$ cat src/rtl/ex_stage.sv
// Execute stage: single-cycle ALU, iterative shift-add multiplier that stalls the
// front end, combinational forwarding back to ID, and the EX/MEM pipeline register.
//
// state | meaning
// IDLE  | no multiply in flight; a MUL arriving here captures operands and stalls
// BUSY  | retiring MUL_BITS multiplier bits per cycle, front end stalled
// DONE  | product complete; EX/MEM loads the MUL result, front end released
module ex_stage #(
   parameter int MUL_BITS = 2
) (
   input  logic        clk,
   input  logic        rst,
   input  logic        dm_w_signal_ex,
   input  logic        write_ex,
   input  logic        is_lw_ex,
   input  logic        is_jal_ex,
   input  logic        is_mul_ex,
   input  logic        mux_alu1_ex,
   input  logic [1:0]  mux_alu2_ex,
   input  logic [3:0]  aluc_ex,
   input  logic [31:0] npc_ex,
   input  logic [4:0]  w_addr_ex,
   input  logic [31:0] shamt_ex,
   input  logic [31:0] simmediate_ex,
   input  logic [31:0] uimmediate_ex,
   input  logic [31:0] rs_wire_ex,
   input  logic [31:0] rt_wire_ex,
   input  logic [31:0] dm_wdata_ex,
   output logic        stall_ex,
   output logic        fwd_valid_ex,
   output logic [31:0] fwd_data_ex,
   output logic        write_mem,
   output logic        dm_w_signal_mem,
   output logic        is_lw_mem,
   output logic [4:0]  w_addr_mem,
   output logic [31:0] alu_result_mem,
   output logic [31:0] dm_wdata_mem
);

   localparam int N     = 32 / MUL_BITS;
   localparam int CNT_W = (N > 1) ? $clog2(N) : 1;
   localparam logic [CNT_W-1:0] CNT_LAST = CNT_W'(N - 1);

   typedef enum logic [1:0] {
      IDLE = 2'd0,
      BUSY = 2'd1,
      DONE = 2'd2
   } state_t;

   state_t            state;
   state_t            state_nxt;
   logic [31:0]       op_a;
   logic [31:0]       op_b;
   logic [31:0]       alu;
   logic [31:0]       result;
   logic [31:0]       mcand;
   logic [31:0]       mplier;
   logic [31:0]       acc;
   logic [31:0]       digit;
   logic [CNT_W-1:0]  cnt;

   always_comb begin
      op_a = mux_alu1_ex ? shamt_ex : rs_wire_ex;
      case (mux_alu2_ex)
         2'd0:    op_b = rt_wire_ex;
         2'd1:    op_b = simmediate_ex;
         2'd2:    op_b = uimmediate_ex;
         default: op_b = 32'd0;
      endcase
   end

   always_comb begin
      alu = 32'd0;
      case (aluc_ex)
         4'd0, 4'd12: alu = op_a + op_b;
         4'd1, 4'd13: alu = op_a - op_b;
         4'd2:        alu = op_a & op_b;
         4'd3:        alu = op_a | op_b;
         4'd4:        alu = op_a ^ op_b;
         4'd5:        alu = ~(op_a | op_b);
         4'd6:        alu = {31'd0, $signed(op_a) < $signed(op_b)};
         4'd7:        alu = {31'd0, op_a < op_b};
         4'd8:        alu = op_b << op_a[4:0];
         4'd9:        alu = op_b >> op_a[4:0];
         4'd10:       alu = $signed(op_b) >>> op_a[4:0];
         4'd11:       alu = {op_b[15:0], 16'd0};
         default:     alu = 32'd0;
      endcase
   end

   always_ff @(posedge clk or posedge rst) begin
      if (rst) state <= IDLE;
      else     state <= state_nxt;
   end

   // DONE always returns to IDLE, so a MUL still present there is not reissued.
   always_comb begin
      state_nxt = state;
      stall_ex  = 1'b0;
      case (state)
         IDLE: begin
            if (is_mul_ex) begin
               stall_ex  = 1'b1;
               state_nxt = BUSY;
            end
         end
         BUSY: begin
            stall_ex = 1'b1;
            if (cnt == CNT_LAST) state_nxt = DONE;
         end
         DONE:    state_nxt = IDLE;
         default: state_nxt = IDLE;
      endcase
   end

   assign digit = {{(32-MUL_BITS){1'b0}}, mplier[MUL_BITS-1:0]};

   always_ff @(posedge clk or posedge rst) begin
      if (rst) begin
         mcand  <= 32'd0;
         mplier <= 32'd0;
         acc    <= 32'd0;
         cnt    <= '0;
      end else if (state == IDLE && is_mul_ex) begin
         mcand  <= rs_wire_ex;
         mplier <= rt_wire_ex;
         acc    <= 32'd0;
         cnt    <= '0;
      end else if (state == BUSY) begin
         acc    <= acc + mcand * digit;
         mcand  <= mcand << MUL_BITS;
         mplier <= mplier >> MUL_BITS;
         cnt    <= cnt + CNT_W'(1);
      end
   end

   // acc only reaches EX/MEM in DONE; earlier MUL cycles are stalled into bubbles.
   assign result       = is_jal_ex ? npc_ex : (is_mul_ex ? acc : alu);
   assign fwd_data_ex  = stall_ex ? 32'd0 : result;
   assign fwd_valid_ex = write_ex & ~is_lw_ex & ~stall_ex & (w_addr_ex != 5'd0);

   always_ff @(posedge clk or posedge rst) begin
      if (rst) begin
         write_mem       <= 1'b0;
         dm_w_signal_mem <= 1'b0;
         is_lw_mem       <= 1'b0;
         w_addr_mem      <= 5'd0;
         alu_result_mem  <= 32'd0;
         dm_wdata_mem    <= 32'd0;
      end else if (stall_ex) begin
         write_mem       <= 1'b0;
         dm_w_signal_mem <= 1'b0;
         is_lw_mem       <= 1'b0;
         w_addr_mem      <= 5'd0;
         alu_result_mem  <= 32'd0;
         dm_wdata_mem    <= 32'd0;
      end else begin
         write_mem       <= write_ex;
         dm_w_signal_mem <= dm_w_signal_ex;
         is_lw_mem       <= is_lw_ex;
         w_addr_mem      <= w_addr_ex;
         alu_result_mem  <= result;
         dm_wdata_mem    <= dm_wdata_ex;
      end
   end

endmodule

$ cat config.mk
export PLATFORM = sky130hd
export DESIGN_NAME = ex_stage
export DESIGN_NICKNAME = d
export VERILOG_FILES = /design/src/rtl/ex_stage.sv
export SDC_FILE = /design/constraint.sdc
export NUM_CORES = 1
export LEC_CHECK = 0
export CORE_ASPECT_RATIO = 1.4
export CORE_MARGIN = 5
export CORE_UTILIZATION = 28
export DETAILED_ROUTE_END_ITERATION = 8
export PLACE_DENSITY = 0.52
export SLEW_MARGIN = 25
export SYNTH_ARGS = -nofsm -noshare
export SYNTH_HDL_FRONTEND = slang
export SYNTH_SLANG_ARGS = --single-unit
$ cat constraint.sdc
create_clock -name clk -period 6.3 [get_ports clk]
set_input_delay 1.26 -clock clk [delete_from_list [all_inputs] [get_ports clk]]
set_output_delay 1.26 -clock clk [all_outputs]
set_load 0.005 [all_outputs]
* Yosys cells after proc, flatten, opt, wreduce, memory -nomap -nowiden
Index checks and enable logic that the tools add are counted.
** Storage, ports and cells
- Flip-flop bits (word level) :: 174
- Latch bits :: 0
- Bits in writable memories :: 0
- Bits in read-only memories :: 0
- Input port bits :: 243
- Output and inout bits :: 106
- Word-level logic and storage cells :: 82
- Memories :: 0
** Cells by class
- Add/subtract/negate cells :: 4
- Multipliers :: 1
- Divide/modulo/power cells :: 0
- Order comparisons :: 2
- Equality and inequality tests :: 19
- Shifts and indexed selects :: 3
- Muxes and demuxes :: 24
- Bitwise gates (word level) :: 9
- Reductions and logical operators :: 9
** Operators by type and width (number)
- case mux 32 bit (12 select lines) :: 1
- 2-to-1 mux 32 bit :: 11
- case mux 32 bit (3 select lines) :: 1
- adder 32 bit :: 2
- less-than comparator 32 bit :: 2
- AND 32 bit :: 1
- multiplier 32 x 2 -> 32 bit :: 1
- inverter 32 bit :: 1
- OR 32 bit :: 1
- left shift 32 x 5 -> 32 bit :: 1
- >> shifter 32 x 5 -> 32 bit :: 1
- >>> shifter 32 x 5 -> 32 bit :: 1
- subtractor 32 bit :: 1
- XOR 32 bit :: 1
- equality test 4 bit (second input constant) :: 7
- equality test 4 x 3 -> 1 bit (second input constant) :: 4
- equality test 4 x 2 -> 1 bit (second input constant) :: 2
- 2-to-1 mux 4 bit :: 2
- 2-to-1 mux 5 bit :: 1
- nonzero test 5 bit :: 1
- adder 4 x 1 -> 4 bit (second input constant) :: 1
- equality test 2 x 1 -> 1 bit (second input constant) :: 2
- equality test 4 x 1 -> 1 bit (second input constant) :: 1
- zero test 2 bit :: 2
- other kinds (13) :: 22

* Depth between registers and ports, before layout
- Word-level depth :: 8
- Depth in mapped cells :: 18
- Gate-level depth less buffers :: 15

* Worst setup path after synthesis
OpenSTA, ideal clock, no wires.
- Kind :: in2out
- Start point :: input mux_alu1_ex
- End point :: output fwd_data_ex[27]
- Arrival :: 5200 ps
- Required time :: 5040 ps
- Path slack :: -160 ps
- Stages :: 15
- Path buffers :: 4
- Cell sequence :: buf_2 -> buf_2 -> mux2i_1 -> clkbuf_1 -> clkbuf_1 -> ha_1 -> a21o_1 -> or3_1 -> o21ba_2 -> o211ai_1 -> a31oi_1 -> a311o_1 -> a221oi_1 -> a21oi_1 -> o41a_1
** Between the ends
- Cells in the longest elaborated chain, start to end :: 7
- Elaborated cells between the ends (all ways) :: 14
- Classes of those cells :: add/sub: 2; shift: 3; mux: 5; bitwise: 4
** RTL lines
- start: declaration :: RTL line 18 : input logic mux_alu1_ex,
- 2-to-1 mux 32 bit (*) :: RTL line 63 : op_a = mux_alu1_ex ? shamt_ex : rs_wire_ex;
- parallel branches: the longest is 2 deep, another holds subtractor 32 bit
- case mux 32 bit (12 select lines) (*) :: RTL line 74 : case (aluc_ex)
- 2-to-1 mux 32 bit (*) (2 in a row) :: RTL line 138 : assign result = is_jal_ex ? npc_ex : (is_mul_ex ? acc : alu);
- 2-to-1 mux 32 bit (*) :: RTL line 139 : assign fwd_data_ex = stall_ex ? 32'd0 : result;
- end: declaration :: RTL line 31 : output logic [31:0] fwd_data_ex,
Mark *: on every way between the ends.

* Final worst setup path
- Start point :: input mux_alu2_ex[1]
- End point :: output fwd_data_ex[24]
** Between the ends
- Cells in the longest elaborated chain, start to end :: 8
- Elaborated cells between the ends (all ways) :: 17
- Classes of those cells :: add/sub: 2; eq/ne: 2; shift: 3; mux: 5; bitwise: 4; reduce/logical: 1
** RTL lines
- start: declaration :: RTL line 19 : input logic [1:0] mux_alu2_ex,
- equality test 2 bit (tied with other cells) :: RTL line 64 : case (mux_alu2_ex)
- case mux 32 bit (3 select lines) (*) :: RTL line 64
- parallel branches: the longest is 2 deep, another holds subtractor 32 bit
- case mux 32 bit (12 select lines) (*) :: RTL line 74
- 2-to-1 mux 32 bit (*) (2 in a row) :: RTL line 138
- 2-to-1 mux 32 bit (*) :: RTL line 139
Marked as above.

==> run_summary.xml <==
<?xml version="1.0" encoding="UTF-8"?>
<metrics>
  <group name="final_layout">
    <metric name="final_layout_size_suffix_gt1_frac" unit="">0.285</metric>
    <metric name="finish.cell_count_without_fillers" unit="">4474</metric>
    <metric name="seq_area" unit="um2">4350</metric>
    <metric name="fillerInstances" unit="">7217</metric>
    <metric name="fin_nets" unit="">3923</metric>
    <metric name="multiInputGateArea" unit="um2">15600</metric>
    <metric name="final_util" unit="">0.443</metric>
    <metric name="syn2layout_area_growth" unit="%">57.3</metric>
  </group>
  <group name="synthesis">
    <metric name="synth-async-reset-ratio" unit="">1.00</metric>
    <metric name="synth_top_family_by_area" unit="">compound AO/OA/AOI/OAI gates</metric>
    <metric name="synth-edff-count" unit="">0</metric>
    <metric name="syn-instance-count" unit="">2626</metric>
    <metric name="synth_adder_area_share" unit="">0.115</metric>
    <metric name="yosys.area_share.xor_xnor" unit="">0.0187</metric>
    <metric name="synth_compound_gate_area_share" unit="">0.293</metric>
    <metric name="synth-seq-area-share" unit="">0.216</metric>
    <metric name="yosysMostFrequentCell" unit="">sky130_fd_sc_hd__nand2_1</metric>
    <metric name="synth.ff_latch_count" unit="">174</metric>
    <metric name="synth.area.top_cells" unit="">sky130_fd_sc_hd__dfrtp_1 (22%), sky130_fd_sc_hd__ha_1 (8.2%), sky130_fd_sc_hd__nand2_1 (6.7%), sky130_fd_sc_hd__mux2i_1 (5.8%), sky130_fd_sc_hd__o21ai_0 (4.2%)</metric>
    <metric name="synth_top_area_frac" unit="">0.216</metric>
    <metric name="yosys_warnings" unit="">0</metric>
    <metric name="synth.top_cells.by_count" unit="">sky130_fd_sc_hd__nand2_1 (357), sky130_fd_sc_hd__inv_1 (191), sky130_fd_sc_hd__dfrtp_1 (174), sky130_fd_sc_hd__o21ai_0 (167), sky130_fd_sc_hd__a21oi_1 (161)</metric>
    <metric name="yosys_most_used_dff" unit="">sky130_fd_sc_hd__dfrtp_1</metric>
    <metric name="netlist-cell-type-count" unit="">89</metric>
    <metric name="syn_nets" unit="">3034</metric>
    <metric name="synth.mux.area_fraction" unit="">0.0912</metric>
    <metric name="synth_area_leader_cell" unit="">sky130_fd_sc_hd__dfrtp_1</metric>
    <metric name="post_synth_instance_area" unit="um2">20100</metric>
    <metric name="synth_simple_gate_area_share" unit="">0.190</metric>
    <metric name="syn-mean-instance-area" unit="um2">7.66</metric>
  </group>
  <group name="hold_path">
    <metric name="timing.hold.worst_path_depth" unit="">2</metric>
    <metric name="min-delay-path-class" unit="">register to register</metric>
    <metric name="capture_endpoint_of_the_worst_hold_path" unit="">mplier[2]</metric>
    <metric name="hold_path.startpoint" unit="">mplier[2]</metric>
  </group>
  <group name="critical_path">
    <metric name="path_buf_inv" unit="">8</metric>
    <metric name="category_of_cells_accounting_for_the_largest_share_of_critical_path_delay" unit="">compound AO/OA/AOI/OAI gates</metric>
    <metric name="setup.worst_path.end_class" unit="">output port</metric>
    <metric name="worstPathCellList" unit="">buf_12, buf_12, buf_4, mux2i_4, o21ai_2, buf_6, inv_1, ha_2, nor2b_2, a211o_1, a211o_1, or3_4, o211ai_1, buf_4, and3_4, buf_4, nor2_1, a41oi_1, a32oi_4, dlygate4sd2_1</metric>
    <metric name="critPathMaxFanout" unit="">8</metric>
    <metric name="path_common_cell" unit="">sky130_fd_sc_hd__buf_4</metric>
    <metric name="reg_to_reg_setup_timing_slack" unit="ns">1.57</metric>
    <metric name="timing_worst_setup_path_type" unit="">input pin to output port</metric>
    <metric name="ff2ff_path_depth" unit="">15</metric>
    <metric name="startpoint_type" unit="">input pin</metric>
    <metric name="arrival_worst_endpoint" unit="ns">5.03</metric>
    <metric name="critPathSlowestCell" unit="">sky130_fd_sc_hd__or3_4</metric>
    <metric name="r2r-start" unit="">mplier[0]</metric>
    <metric name="required" unit="ns">5.04</metric>
    <metric name="reg2reg_to" unit="">acc[31]</metric>
    <metric name="timing.critical_path.slowest_cell_delay" unit="ns">0.34</metric>
  </group>
  <group name="global_route">
    <metric name="vias_in_the_first_global_route" unit="">25200</metric>
    <metric name="globalRouteMet3Util" unit="">0.0400</metric>
    <metric name="grt_pass1_wl" unit="mm">167</metric>
    <metric name="global_route.usage.met2" unit="">0.502</metric>
    <metric name="globalRouteMet1Util" unit="">0.337</metric>
    <metric name="grt_start_max_net_pins" unit="">116</metric>
    <metric name="grt.busiest_layer" unit="">met2</metric>
    <metric name="global_route.usage.total" unit="">0.285</metric>
    <metric name="global_route.overflow_total" unit="">0</metric>
    <metric name="number_of_antenna_violations_at_the_first_check_in_global_routing" unit="">1</metric>
  </group>
  <group name="run">
    <metric name="max_cap_violations" unit="">0</metric>
  </group>
  <group name="sta">
    <metric name="layout_min_cycle_time" unit="ns">6.29</metric>
    <metric name="final.period_utilization" unit="">0.998</metric>
    <metric name="finalClockSkew" unit="ns">0.0278</metric>
    <metric name="timing.final.hold_violations" unit="">0</metric>
    <metric name="setup_tns" unit="ns">0</metric>
    <metric name="timing_worst_slew_pin_value" unit="ns">1.00</metric>
    <metric name="drv_slew" unit="">0</metric>
    <metric name="relative_max_transition_margin" unit="">0.330</metric>
    <metric name="rsz0062_at_grt" unit="">true</metric>
    <metric name="maximum_clock_rate" unit="GHz">0.159</metric>
    <metric name="setup_violations" unit="">0</metric>
  </group>
  <group name="placed_design">
    <metric name="buffer_ports.inserted" unit="">348</metric>
    <metric name="routabilityCongestion" unit="">1.05</metric>
    <metric name="placedCellCount" unit="">4382</metric>
    <metric name="detailed_place_hpwl" unit="mm">92.8</metric>
  </group>
  <group name="status">
    <metric name="result_of_the_run" unit="">complete, no violations</metric>
  </group>
  <group name="die">
    <metric name="floorplan.rows" unit="">116</metric>
    <metric name="die-width" unit="um">237</metric>
    <metric name="die_area" unit="um2">77400</metric>
    <metric name="core_region_area" unit="um2">71400</metric>
    <metric name="chipHeight" unit="um">327</metric>
    <metric name="floorplan.io_pins" unit="">349</metric>
    <metric name="start_util" unit="">0.282</metric>
  </group>
  <group name="cts">
    <metric name="cts_inserted_buffers" unit="">17</metric>
    <metric name="htree_levels" unit="">4</metric>
    <metric name="cts_tree" unit="">done</metric>
    <metric name="insertion_delay" unit="ns">0.54</metric>
    <metric name="clock_sinks" unit="">174</metric>
    <metric name="clkSlewWorstSetupHoldPaths" unit="ns">0.09</metric>
    <metric name="max-clock-path-buffers" unit="">2</metric>
    <metric name="clock-root-buffer" unit="">sky130_fd_sc_hd__clkbuf_16</metric>
    <metric name="post_cts_hold_buffer_count" unit="">0</metric>
  </group>
  <group name="detailed_routing">
    <metric name="initialDrtViolationCount" unit="">2090</metric>
    <metric name="wire_per_inst" unit="um">25.8</metric>
    <metric name="vias" unit="">24800</metric>
    <metric name="detail_route.vias_per_cell" unit="">5.54</metric>
    <metric name="routed_wirelength" unit="mm">115</metric>
    <metric name="drcViolationCount" unit="">0</metric>
    <metric name="dr.pass1.iters" unit="">6</metric>
    <metric name="route.antenna.remaining_nets" unit="">0</metric>
  </group>
  <group name="pwr">
    <metric name="p_per_area" unit="nW/um2">285</metric>
    <metric name="total_leakage_power" unit="nW">14.7</metric>
    <metric name="p_total" unit="mW">9.03</metric>
    <metric name="vdd_ir_drop_max" unit="mV">0.195</metric>
  </group>
</metrics>
[stage by stage]
step,hold slack [ns],worst slack [ns],cell area (um2)
3_3_place_gp,0.459,-0.938,29100
3_5_place_dp,0.463,-0.971,29100
2_1_floorplan,0.446,-0.0547,20100
5_1_grt,0.513,-0.111,31700
6_report,0.484,0.0137,31700
4_1_cts,0.485,-0.0734,30800
[layer usage]
layer | routed length (um) | share of wire
met5 | 0 | 0
met4 | 6720 | 0.058
met3 | 6340 | 0.055
met1 | 45300 | 0.39
met2 | 56900 | 0.49
[layout by cell type (no fill, tap or decap), types with 37 or more instances in the layout]
cell	count
sky130_fd_sc_hd__o21ai_0	146
sky130_fd_sc_hd__mux2i_1	96
sky130_fd_sc_hd__nand3_1	78
sky130_fd_sc_hd__o211ai_1	84
sky130_fd_sc_hd__and3_1	67
sky130_fd_sc_hd__nor2_1	142
sky130_fd_sc_hd__a22oi_1	87
sky130_fd_sc_hd__inv_1	182
sky130_fd_sc_hd__a21oi_1	148
sky130_fd_sc_hd__buf_4	670
sky130_fd_sc_hd__nand2_1	355
sky130_fd_sc_hd__clkdlybuf4s50_1	307
sky130_fd_sc_hd__ha_1	111
sky130_fd_sc_hd__dfrtp_1	174
sky130_fd_sc_hd__mux2_2	37
[worst register-to-register path: stages (launching register included)]
cell and delay (ns):
sky130_fd_sc_hd__dfrtp_1 0.33, sky130_fd_sc_hd__buf_4 0.34, sky130_fd_sc_hd__nand2_1 0.13, sky130_fd_sc_hd__fa_1 0.51, sky130_fd_sc_hd__inv_1 0.04, sky130_fd_sc_hd__ha_1 0.23
sky130_fd_sc_hd__fa_1 0.49, sky130_fd_sc_hd__a211oi_1 0.30, sky130_fd_sc_hd__o21bai_1 0.21, sky130_fd_sc_hd__nor3b_1 0.23, sky130_fd_sc_hd__o21ai_0 0.50, sky130_fd_sc_hd__a21boi_0 0.27
sky130_fd_sc_hd__or3_1 0.45, sky130_fd_sc_hd__a211o_1 0.28, sky130_fd_sc_hd__and3_1 0.17, sky130_fd_sc_hd__o211ai_1 0.18
[registers in the layout (all words and copies together), names as in the netlist, 2 cells and up]
register	flops
state	2
alu_result_mem	32
cnt	4
mcand	32
acc	32
dm_wdata_mem	32
mplier	32
w_addr_mem	5
[area by class of cell]
| class | count | share of cell area |
|---|---|---|
| timing repair buffer | 1054 | 0.288 |
| antenna | 2 | 0.000158 |
| clock inverter | 15 | 0.00628 |
| clock buffer | 17 | 0.0134 |
| inverter | 199 | 0.0240 |
| sequential | 174 | 0.138 |
| tap | 944 | 0.0373 |
| multi-input combinational | 2069 | 0.493 |
[worst max path at each step]
stage	end	slack [ns]	startpoint	cells after the start
after floorplan	fwd_data_ex[27]	-0.05	mux_alu1_ex	15
after global placement	fwd_data_ex[26]	-0.94	rt_wire_ex[3]	16
after detailed placement	fwd_data_ex[26]	-0.97	rt_wire_ex[11]	16
after CTS	fwd_data_ex[27]	-0.07	mux_alu2_ex[1]	17
after global routing	fwd_data_ex[28]	-0.11	rs_wire_ex[0]	18
final	fwd_data_ex[24]	0.01	mux_alu2_ex[1]	20
[logic make-up after synthesis]
group | Yosys count
AOI/OAI and AO/OA | 868
adders and majority gates | 165
and+or+nand+nor | 826
xor gates and xnor gates | 43
DFF | 174
buffers and inverters | 383
muxes | 167
[power breakdown]
part           leakage (nW)  switching [mW]  internal [mW]
registers              2.25           0.301           1.56
logic                  12.1            3.34           2.63
clock network         0.301           0.655          0.546
[repair_timing]
item,4_1_cts,5_1_grt
endpoints found under the setup margin,31,31
gates resized for setup,208,131
gates cloned,2,1
setup buffers,19,36
pin swaps,53,61
Power figures use the tool's default switching activity.
